### config.mk
export PLATFORM = sky130hd
export DESIGN_NAME = snake_game_ctrl
export DESIGN_NICKNAME = d
export VERILOG_FILES = /design/src/rtl/snake_pkg.sv /design/src/rtl/snake_tick_gen.sv /design/src/rtl/snake_game_ctrl.sv
export SDC_FILE = /design/constraint.sdc
export NUM_CORES = 1
export LEC_CHECK = 0
export ABC_AREA = 1
export BUFFER_PORTS_ARGS = -buffer_cell sky130_fd_sc_hd__buf_2
export CAP_MARGIN = 20
export CELL_PAD_IN_SITES_DETAIL_PLACEMENT = 1
export CELL_PAD_IN_SITES_GLOBAL_PLACEMENT = 1
export CORE_MARGIN = 1
export CORE_UTILIZATION = 39
export CTS_CLUSTER_SIZE = 20
export DETAILED_ROUTE_END_ITERATION = 10
export PLACE_DENSITY = 0.86
export RECOVER_POWER = 50
export SETUP_SLACK_MARGIN = 0.2
export SYNTH_ARGS = -nofsm -noshare
export SYNTH_HDL_FRONTEND = slang
export SYNTH_SLANG_ARGS = --single-unit
### constraint.sdc
create_clock -name VGA_clk -period 2.4 [get_ports VGA_clk]
set_input_delay 0.24 -clock VGA_clk [delete_from_list [all_inputs] [get_ports VGA_clk]]
set_output_delay 0.24 -clock VGA_clk [all_outputs]
set_load 0.05 [all_outputs]
### src/rtl/snake_pkg.sv
// snake_pkg: shared definitions for the snake game controller.
//   - state_t      : controller FSM states
//   - DIR_*        : one-hot move directions, bit order {right,down,left,up}
//   - reverse_dir  : 180-degree opposite of a one-hot direction
//   - is_one_hot   : true when exactly one bit of a direction request is set
//   - *_DEF        : default values for the controller parameters
package snake_pkg;

    typedef enum logic [1:0] {
        ST_IDLE  = 2'd0,
        ST_PLAY  = 2'd1,
        ST_PAUSE = 2'd2,
        ST_OVER  = 2'd3
    } state_t;

    localparam logic [3:0] DIR_NONE  = 4'b0000;
    localparam logic [3:0] DIR_UP    = 4'b0001;
    localparam logic [3:0] DIR_LEFT  = 4'b0010;
    localparam logic [3:0] DIR_DOWN  = 4'b0100;
    localparam logic [3:0] DIR_RIGHT = 4'b1000;

    localparam int TICK_BASE_DEF        = 1777778;
    localparam int TICK_STEP_DEF        = 160000;
    localparam int MAX_LEVEL_DEF        = 7;
    localparam int APPLES_PER_LEVEL_DEF = 8;

    function automatic logic [3:0] reverse_dir(input logic [3:0] d);
        logic [3:0] r;
        case (d)
            DIR_UP:    r = DIR_DOWN;
            DIR_DOWN:  r = DIR_UP;
            DIR_LEFT:  r = DIR_RIGHT;
            DIR_RIGHT: r = DIR_LEFT;
            default:   r = DIR_NONE;
        endcase
        return r;
    endfunction

    function automatic logic is_one_hot(input logic [3:0] d);
        return (d != 4'd0) && ((d & (d - 4'd1)) == 4'd0);
    endfunction

endpackage

### src/rtl/snake_tick_gen.sv
// snake_tick_gen: loadable down-counter producing the periodic move pulse.
//   VGA_clk  in  : clock
//   rst      in  : synchronous active-high reset (counter and tick cleared)
//   load     in  : reload the counter with period-1 (highest priority)
//   en       in  : count enable; when low the counter holds its value
//   period   in  : tick period in clock cycles, sampled at each reload
//   tick     out : one-cycle registered pulse, once per period while enabled
//   tick_due out: combinational "tick is registered on this edge"; lets the
//                 parent update state that must change in the tick cycle
module snake_tick_gen #(
    parameter int W = 21
) (
    input  logic         VGA_clk,
    input  logic         rst,
    input  logic         load,
    input  logic         en,
    input  logic [W-1:0] period,
    output logic         tick,
    output logic         tick_due
);

    logic [W-1:0] cnt;

    assign tick_due = en && !load && (cnt == '0);

    always_ff @(posedge VGA_clk) begin
        if (rst) begin
            cnt  <= '0;
            tick <= 1'b0;
        end else begin
            tick <= tick_due;
            if (load) begin
                cnt <= period - W'(1);
            end else if (en) begin
                // The period is re-read only here, so a level change
                // takes effect at the next reload.
                if (cnt == '0) cnt <= period - W'(1);
                else           cnt <= cnt - W'(1);
            end
        end
    end

endmodule

### src/rtl/snake_game_ctrl.sv
// snake_game_ctrl: game-flow controller for the VGA snake game.
//   VGA_clk    in  : 25 MHz pixel clock, sole clock
//   rst        in  : synchronous active-high reset
//   start_btn  in  : start/restart request level (rising edge acts)
//   pause_btn  in  : pause toggle request level (rising edge acts)
//   dir_req    in  : one-hot direction request {right,down,left,up}
//   apple_hit, wall_hit, self_hit in : head collision flags from datapath
//   init       out : one-cycle pulse resetting snake and apple
//   update     out : one-cycle move pulse
//   direction  out : committed one-hot move direction
//   grow       out : one-cycle grow/relocate-apple pulse
//   playing, paused, game_over out : state flags
//   score      out : apples eaten (saturating at 255)
//   level      out : speed level (saturating at MAX_LEVEL)
//   state_dbg  out : current FSM state encoding (state_t)
// Handshake: there is no valid/ready traffic here; every output pulse is a
// single-cycle strobe that the datapath consumes unconditionally.
module snake_game_ctrl
    import snake_pkg::*;
#(
    parameter int TICK_BASE        = TICK_BASE_DEF,
    parameter int TICK_STEP        = TICK_STEP_DEF,
    parameter int MAX_LEVEL        = MAX_LEVEL_DEF,
    parameter int APPLES_PER_LEVEL = APPLES_PER_LEVEL_DEF
) (
    input  logic       VGA_clk,
    input  logic       rst,
    input  logic       start_btn,
    input  logic       pause_btn,
    input  logic [3:0] dir_req,
    input  logic       apple_hit,
    input  logic       wall_hit,
    input  logic       self_hit,
    output logic       init,
    output logic       update,
    output logic [3:0] direction,
    output logic       grow,
    output logic       playing,
    output logic       paused,
    output logic       game_over,
    output logic [7:0] score,
    output logic [2:0] level,
    output logic [1:0] state_dbg
);

    localparam int CNT_W = $clog2(TICK_BASE + 1);
    localparam logic [CNT_W-1:0] BASE_C    = CNT_W'(TICK_BASE);
    localparam logic [CNT_W-1:0] STEP_C    = CNT_W'(TICK_STEP);
    localparam logic [2:0]       MAX_LVL_C = 3'(MAX_LEVEL);
    localparam logic [7:0]       APL_LAST  = 8'(APPLES_PER_LEVEL - 1);

    state_t     state, next_state;
    logic       start_q, pause_q;
    logic       start_edge, pause_edge;
    logic       update_q;
    logic [3:0] pending;
    logic [7:0] apple_cnt;
    logic       apple_taken;
    logic       sample_ok, collide, grow_set, init_set;
    logic       tick_en, tick_due;
    logic [CNT_W-1:0] period;

    assign start_edge = start_btn && !start_q;
    assign pause_edge = pause_btn && !pause_q;

    // Hits are only trusted one full cycle after a move has settled.
    assign sample_ok = (state == ST_PLAY) && !update && !update_q;
    assign collide   = wall_hit || self_hit;
    assign grow_set  = sample_ok && apple_hit && !collide && !apple_taken;

    assign period  = BASE_C - CNT_W'(level) * STEP_C;
    // Count only while staying in PLAY, so a leaving edge neither ticks
    // nor consumes a count.
    assign tick_en = (state == ST_PLAY) && (next_state == ST_PLAY);

    snake_tick_gen #(.W(CNT_W)) u_tick (
        .VGA_clk  (VGA_clk),
        .rst      (rst),
        .load     (init),
        .en       (tick_en),
        .period   (period),
        .tick     (update),
        .tick_due (tick_due)
    );

    always_ff @(posedge VGA_clk) begin
        if (rst) state <= ST_IDLE;
        else     state <= next_state;
    end

    always_comb begin
        next_state = state;
        init_set   = 1'b0;
        playing    = (state == ST_PLAY);
        paused     = (state == ST_PAUSE);
        game_over  = (state == ST_OVER);
        state_dbg  = state;
        case (state)
            ST_IDLE, ST_OVER: begin
                // init is high for the cycle before PLAY; it doubles as
                // the launch marker so no extra state is needed.
                if (init)            next_state = ST_PLAY;
                else if (start_edge) init_set   = 1'b1;
            end
            ST_PLAY: begin
                if (sample_ok && collide) next_state = ST_OVER;
                else if (pause_edge)      next_state = ST_PAUSE;
            end
            ST_PAUSE: begin
                if (pause_edge) next_state = ST_PLAY;
            end
            default: next_state = ST_IDLE;
        endcase
    end

    always_ff @(posedge VGA_clk) begin
        if (rst) begin
            start_q     <= 1'b0;
            pause_q     <= 1'b0;
            update_q    <= 1'b0;
            init        <= 1'b0;
            grow        <= 1'b0;
            direction   <= DIR_NONE;
            pending     <= DIR_NONE;
            score       <= 8'd0;
            level       <= 3'd0;
            apple_cnt   <= 8'd0;
            apple_taken <= 1'b0;
        end else begin
            start_q  <= start_btn;
            pause_q  <= pause_btn;
            update_q <= update;
            init     <= init_set;
            grow     <= 1'b0;
            if (init_set) begin
                score       <= 8'd0;
                level       <= 3'd0;
                direction   <= DIR_NONE;
                pending     <= DIR_NONE;
                apple_cnt   <= 8'd0;
                apple_taken <= 1'b0;
            end else begin
                if (is_one_hot(dir_req)) pending <= dir_req;
                // Commit on the tick edge so direction changes in the
                // same cycle update is seen; reversals are refused.
                if (tick_due && (pending != DIR_NONE) &&
                    (pending != reverse_dir(direction)))
                    direction <= pending;
                if (update) begin
                    apple_taken <= 1'b0;
                end else if (grow_set) begin
                    grow        <= 1'b1;
                    apple_taken <= 1'b1;
                    if (score != 8'hFF) score <= score + 8'd1;
                    if (apple_cnt == APL_LAST) begin
                        apple_cnt <= 8'd0;
                        if (level != MAX_LVL_C) level <= level + 3'd1;
                    end else begin
                        apple_cnt <= apple_cnt + 8'd1;
                    end
                end
            end
        end
    end

endmodule

==> results.yml, run 1 <==
clocking:
  cts_buffer_depth: 2
  cts-root-buf: "clkbuf_8"
  cts_hold_buf: 0
  h-tree-depth: 3
  clkLatencyLatePin_ps: 350
  cts_tree: "done"
  numCtsBuffers: 9
  path_clk_slew_ps: 80
  cts.sinks: 57
sta:
  fmax_mhz: 378.3
  setup_violations: 6
  relSlewSlack_pct: 56.75
  rsz0062_at_grt: "yes"
  slew_viol_final: 0
  worstMarginPinSlew_ps: 651.5
  postLayoutSetupSlackWorst_ps: -243.7
  fin_crit_sh_pct: 110.2
  hold_viol: 0
  min_period_ps: 2644
  finalClockSkew_ps: 8.901
status:
  violations: "negative setup slack"
  status: "complete, but fails checks"
logic_synthesis:
  synth_ff_type: "dfxtp_1"
  syn_avg_cell_area_um2: 6.697
  ys.warnings.count: 0
  ys_seq_area_share_pct: 30.93
  async_reset_ff_share_pct: 0
  synth_enable_flop_cells: 0
  syn_nets: 582
  syn_area_um2: 3690
  synthDistinctLibCells: 42
  postSynthCellCount: 551
  synth_seq_cells: 57
power:
  power.leakage_nw: 1.922
  pwr-share-clk_pct: 23.9
  switchingPower_mw: 2.190
  ir_drop_mv: 0.4459
  p_total_mw: 4.655
  pwr-share-seq_pct: 26.0
  p_comb_share_pct: 50.1
  powerDensity_nw_per_um2: 1060
  swShare_pct: 47.05
  internal_power_mw: 2.465
placed_design:
  place_congestion: 0.8155
  place_ws_ps: -116.1
  dp_hpwl_um: 8064
  portBuffers: 33
critical_path:
  cp_max_fo: 4
  start_kind: "flip-flop"
  critPathKind: "flip-flop to flip-flop"
  startpoint: "level[1]"
  rr_startpoint: "level[1]"
  cp.arrival_ps: 2930
  critical_path_required_ps: 2680
  end_kind: "flip-flop"
route:
  drt-total-wl_um: 11120
  wl_per_cell_um: 15.44
  drcViolationCount: 0
  ant_nets: 0
  routed_via_density: 5.288
  drt_iter0_drc: 148
  vias: 3807
  drtPass1Iterations: 4
layout:
  final_cell_mix: "119 x nand2_1, 75 x nor2_1, 73 x inv_1"
  drive_gt1_share_pct: 14.94
  num-nets-final: 635
  final_common_cell: "nand2_1"
  diodes: 0
  multi_input_area_um2: 2253
  num-fill-cells: 1223
  finish.utilization_pct: 47.73
  register_area_um2: 1157
  synthToLayoutAreaGrowth_pct: 18.96
grt:
  gr-total-overflow: 0
  grt.total_usage_pct: 23.94
  grt_max_degree: 22
  grt_pass1_wl_um: 18780
  antenna_found_initial: 0
  grt_pass1_vias: 4079
floorplanning:
  die_area_um2: 9854
  ios: 34
  initial_core_util_pct: 40.12
  fp.coreArea_um2: 9196
  die_h_um: 99.27
  die_x_um: 99.27
  num_rows: 35
min_path:
  min_path_type: "primary input to flip-flop"
  hp-start: "pause_btn"
run:
  maxCapViolCount: 0
==> metrics by stage <==
stage	TNS (ps)	instance area [µm²]	hold slack, ps	std cells
finish	-792.6	4389	104.4	720
global route	-1460	4389	119.8	720
CTS	-447.4	4357	101.1	719
detailed placement	-301.3	4063	430.3	700
global placement	-22.45	4063	408.9	700
floorplan	-135.2	3716	347.0	551
==> critical path: stages, from the launching register on <==
cell and delay (ps):
dfxtp_4 350, fa_1 530, ha_4 200, fa_2 600, nor3_4 60, nor2_2 110, nand3_1 130, nand2_1 110
inv_1 60, nor2_1 90, nand2_1 60, o21ai_1 90, inv_1 80, a21oi_2 110
==> power by group through the flow <==
stage / Clock [mW] / Combinational, mW / Sequential [mW]
after floorplan: 0 / 1.66 / 1.23
after global placement: 0 / 2.08 / 1.22
after detailed placement: 0 / 2.18 / 1.23
after global routing: 1.16 / 2.61 / 1.23
after CTS: 1.12 / 2.28 / 1.21
final: 1.11 / 2.33 / 1.21
==> synth_stat cells, types with 8 or more instances <==
cell     count  share of area (%)
dfxtp_1     57                 31
a31oi_1     10                1.7
a21oi_1     27                3.7
nor3_1      12                1.6
o21ai_0     24                3.3
nor2_1      77                7.8
nand2_1    123                 13
ha_1        17                5.8
inv_1       76                7.7
nand3_1     43                5.8
xnor2_1      8                1.9
xor2_1      13                3.1
==> cell type report <==
| type | count | share of cell area, % |
|---|---|---|
| Clock buffer | 10 | 3.392 |
| Clock inverter | 6 | 2.166 |
| Inverter | 79 | 6.870 |
| Multi-Input combinational cell | 405 | 51.34 |
| Sequential cell | 57 | 26.37 |
| Tap cell | 111 | 3.164 |
| Timing Repair Buffer | 52 | 6.699 |
==> state kept, by name, indices dropped and copies added, names as in the netlist <==
name / count
apple_cnt: 8
level: 3
init: 1
score: 8
direction: 4
apple_taken: 1
update_q: 1
pending: 4
u_tick.cnt: 21
start_q: 1
grow: 1
u_tick.tick: 1
pause_q: 1
state_dbg: 2
==> kinds of logic (layout without fill, tap and decap cells) <==
logic type / Yosys count / after routing / synth area share [%]
AO/OA/AOI/OAI: 72 / 72 / 10.89
XOR/XNOR: 21 / 21 / 4.985
adder cells (fa/ha/maj): 20 / 20 / 7.392
buffers and inverters: 89 / 147 / 10.07
flip-flops: 57 / 57 / 30.93
AND/OR/NAND/NOR: 292 / 292 / 35.74
==> repair_timing <==
item	CTS	global route
setup endpoints to repair	10	32
cloned	0	0
buffers inserted	3	1
pin swaps	2	3
resized for setup	9	14
==> layer usage <==
| metal | wire length, µm | vias up | global-route usage (%) |
|---|---|---|---|
| met2 | 5851 | 63 | 45.19 |
| li1 | - | 1897 | - |
| met3 | 328 | 19 | 4.357 |
| met5 | 0 | - | 0 |
| met4 | 215 | 0 | 9.276 |
| met1 | 4720 | 1828 | 26.41 |
==> worst paths after layout <==
kind | endpoint | slack, ps | cells after the start
min reg2reg | init | 440 | 1
min | pause_q | 100 | 3
max | u_tick.cnt[18] | -240 | 13
max reg2reg | u_tick.cnt[18] | -240 | 13
(Power assumes the default switching activity.)
==> run 2: changes to the inputs <==
Settings changed: CELL_PAD_IN_SITES_DETAIL_PLACEMENT 1 to 0, CORE_UTILIZATION 39 to 40, PLACE_DENSITY 0.86 to 0.85.
Clock period 2.4 ns to 3.04 ns, I/O delays scaled along.
==> run 2 against run 1 <==
Maximum frequency shrank 0.34%. Clock-buffer cell count is the same. Largest cell class unchanged. Cell area shrank 6.9%. Critical path type unchanged. The run now ends clean. Clock skew shrank 0.83 ps. Highest routed layer unchanged. Sequential cell count is the same. Via count shrank 7.2%.
==> results.yml, run 2 (synthesis results as in run 1) <==
route:
  wl_per_cell_um: 12.02
  drtPass1Iterations: 5
  drt_iter0_drc: 222
  vias: 3532
  drcViolationCount: 0
  ant_nets: 0
  routed_via_density: 5.039
  drt-total-wl_um: 8424
layout:
  finish.utilization_pct: 46.41
  final_common_cell: "nand2_1"
  synthToLayoutAreaGrowth_pct: 10.75
  stdcell_area_um2: 4086
  num-nets-final: 619
  regMostFlops: "u_tick.cnt"
  largestRegisters: "u_tick.cnt (21), apple_cnt (8), score (8)"
  final_cell_mix: "123 x nand2_1, 77 x nor2_1, 76 x inv_1"
  drive_gt1_share_pct: 8.094
  largest_reg_flops: 21
  num-fill-cells: 922
  diodes: 0
clocking:
  cts_setup_buffers: 0
  cts.sinks: 57
  cts_buffer_depth: 2
  post_cts_resized: 0
  path_clk_slew_ps: 70
  clkLatencyLatePin_ps: 340
  h-tree-depth: 3
  cts_hold_buf: 0
  numCtsBuffers: 9
  cts_tree: "done"
  cts-root-buf: "clkbuf_8"
floorplanning:
  die_h_um: 98.05
  ios: 34
  num_rows: 34
  fp.coreArea_um2: 8806
  initial_core_util_pct: 41.90
  die_x_um: 98.05
  die_area_um2: 9613
min_path:
  holdPathEnd: "pause_q"
  min_path_type: "primary input to flip-flop"
  worstHoldPathCells: 3
  hp-start: "pause_btn"
sta:
  finalClockSkew_ps: 8.073
  postLayoutSetupSlackWorst_ps: 387.4
  fin_crit_sh_pct: 87.26
  fmax_mhz: 377.0
  worstMarginPinSlew_ps: 1078
  whs_ps: 178.0
  tns_ps: 0
  rsz0062_at_grt: "no"
  setup_violations: 0
  hold_viol: 0
  relSlewSlack_pct: 28.16
  slew_viol_final: 0
  min_period_ps: 2653
grt:
  grt_pass1_wl_um: 14720
  gr-total-overflow: 0
  grt.total_usage_pct: 18.85
  grt_max_degree: 24
  antenna_found_initial: 0
  grt_pass1_vias: 3242
power:
  swShare_pct: 47.56
  power.leakage_nw: 1.784
  pwr-share-seq_pct: 29.7
  switchingPower_mw: 1.527
  p_comb_share_pct: 50.2
  pwr-share-clk_pct: 20.1
  powerDensity_nw_per_um2: 785.6
  ir_drop_mv: 0.3197
  internal_power_mw: 1.684
placed_design:
  place_ws_ps: 409.3
  place_congestion: 0.8350
  dp_hpwl_um: 6486
  dpl_cell_area_um2: 3945
  portBuffers: 33
critical_path:
  cp_max_fo: 8
  crit_chain: "fa_1 -> ha_1 -> fa_1 -> nor3_1 -> nor2_1 -> nand3_1 -> nand2_1 -> inv_1 -> nor2_1 -> nand2_1 -> o21ai_0 -> inv_1 -> a21oi_1"
  rr_worst_depth: 13
  timing.rr.end: "u_tick.cnt[18]"
  path_buf_inv: 2
  slowest_stage: "fa_1"
  slowest_delay_ps: 490
  critical_path_required_ps: 3210
  r2r_slack_ps: 390
  end_kind: "flip-flop"
  cp.arrival_ps: 2820
  critPathKind: "flip-flop to flip-flop"
  rr_startpoint: "level[1]"
  critPathTopFamily: "adder cells"
  start_kind: "flip-flop"
run:
  maxCapViolCount: 0
status:
  status: "complete, no violations"
==> run 2: routing by layer <==
metal	GRT usage, %	part of all wire, %	vias to the layer above
li1	-	-	1856
met1	25.38	49	1601
met2	30.28	45	61
met3	3.293	3.6	14
met4	6.760	1.8	0
met5	0	0	-
==> run 2: worst reg2reg max path: cells and delay by family (launching register included) <==
family	cells	cell delay [ps]
DFF	1	430
AOI/OAI and AO/OA	2	140
buffers and inverters	2	150
adders and majority gates	3	1160
and+or+nand+nor	6	620
==> run 2: power groups by stage <==
stage | Clock (mW) | Combinational [mW] | Sequential (mW)
6_report | 0.646 | 1.61 | 0.953
5_1_grt | 0.703 | 1.83 | 0.970
4_1_cts | 0.666 | 1.62 | 0.952
3_5_place_dp | 0 | 1.60 | 0.969
3_3_place_gp | 0 | 1.59 | 0.968
2_1_floorplan | 0 | 1.30 | 0.970
==> run 2: worst max-delay path by stage <==
| stage | cells after the start | endpoint | from |
|---|---|---|---|
| after CTS | 12 | u_tick.cnt[18] | level[1] |
| final | 13 | u_tick.cnt[18] | level[1] |
| after detailed placement | 13 | u_tick.cnt[18] | level[1] |
| after floorplan | 13 | u_tick.cnt[20] | level[0] |
| after global routing | 13 | u_tick.cnt[18] | level[1] |
| after global placement | 13 | u_tick.cnt[20] | level[1] |
==> run 2: area by class of cell <==
cell class	instances	area (µm²)	share of cell area (%)
Timing Repair Buffer	36	153.9	3.766
Tap cell	108	135.1	3.307
Clock inverter	6	42.54	1.041
Multi-Input combinational cell	405	2172	53.15
Sequential cell	57	1144	27.99
Inverter	79	301.5	7.379
Clock buffer	10	137.6	3.368
==> run 2: metrics by stage <==
stage | total power, mW | cells
floorplan | 2.273 | 551
global placement | 2.558 | 685
detailed placement | 2.565 | 685
CTS | 3.234 | 701
global route | 3.506 | 701
finish | 3.210 | 701
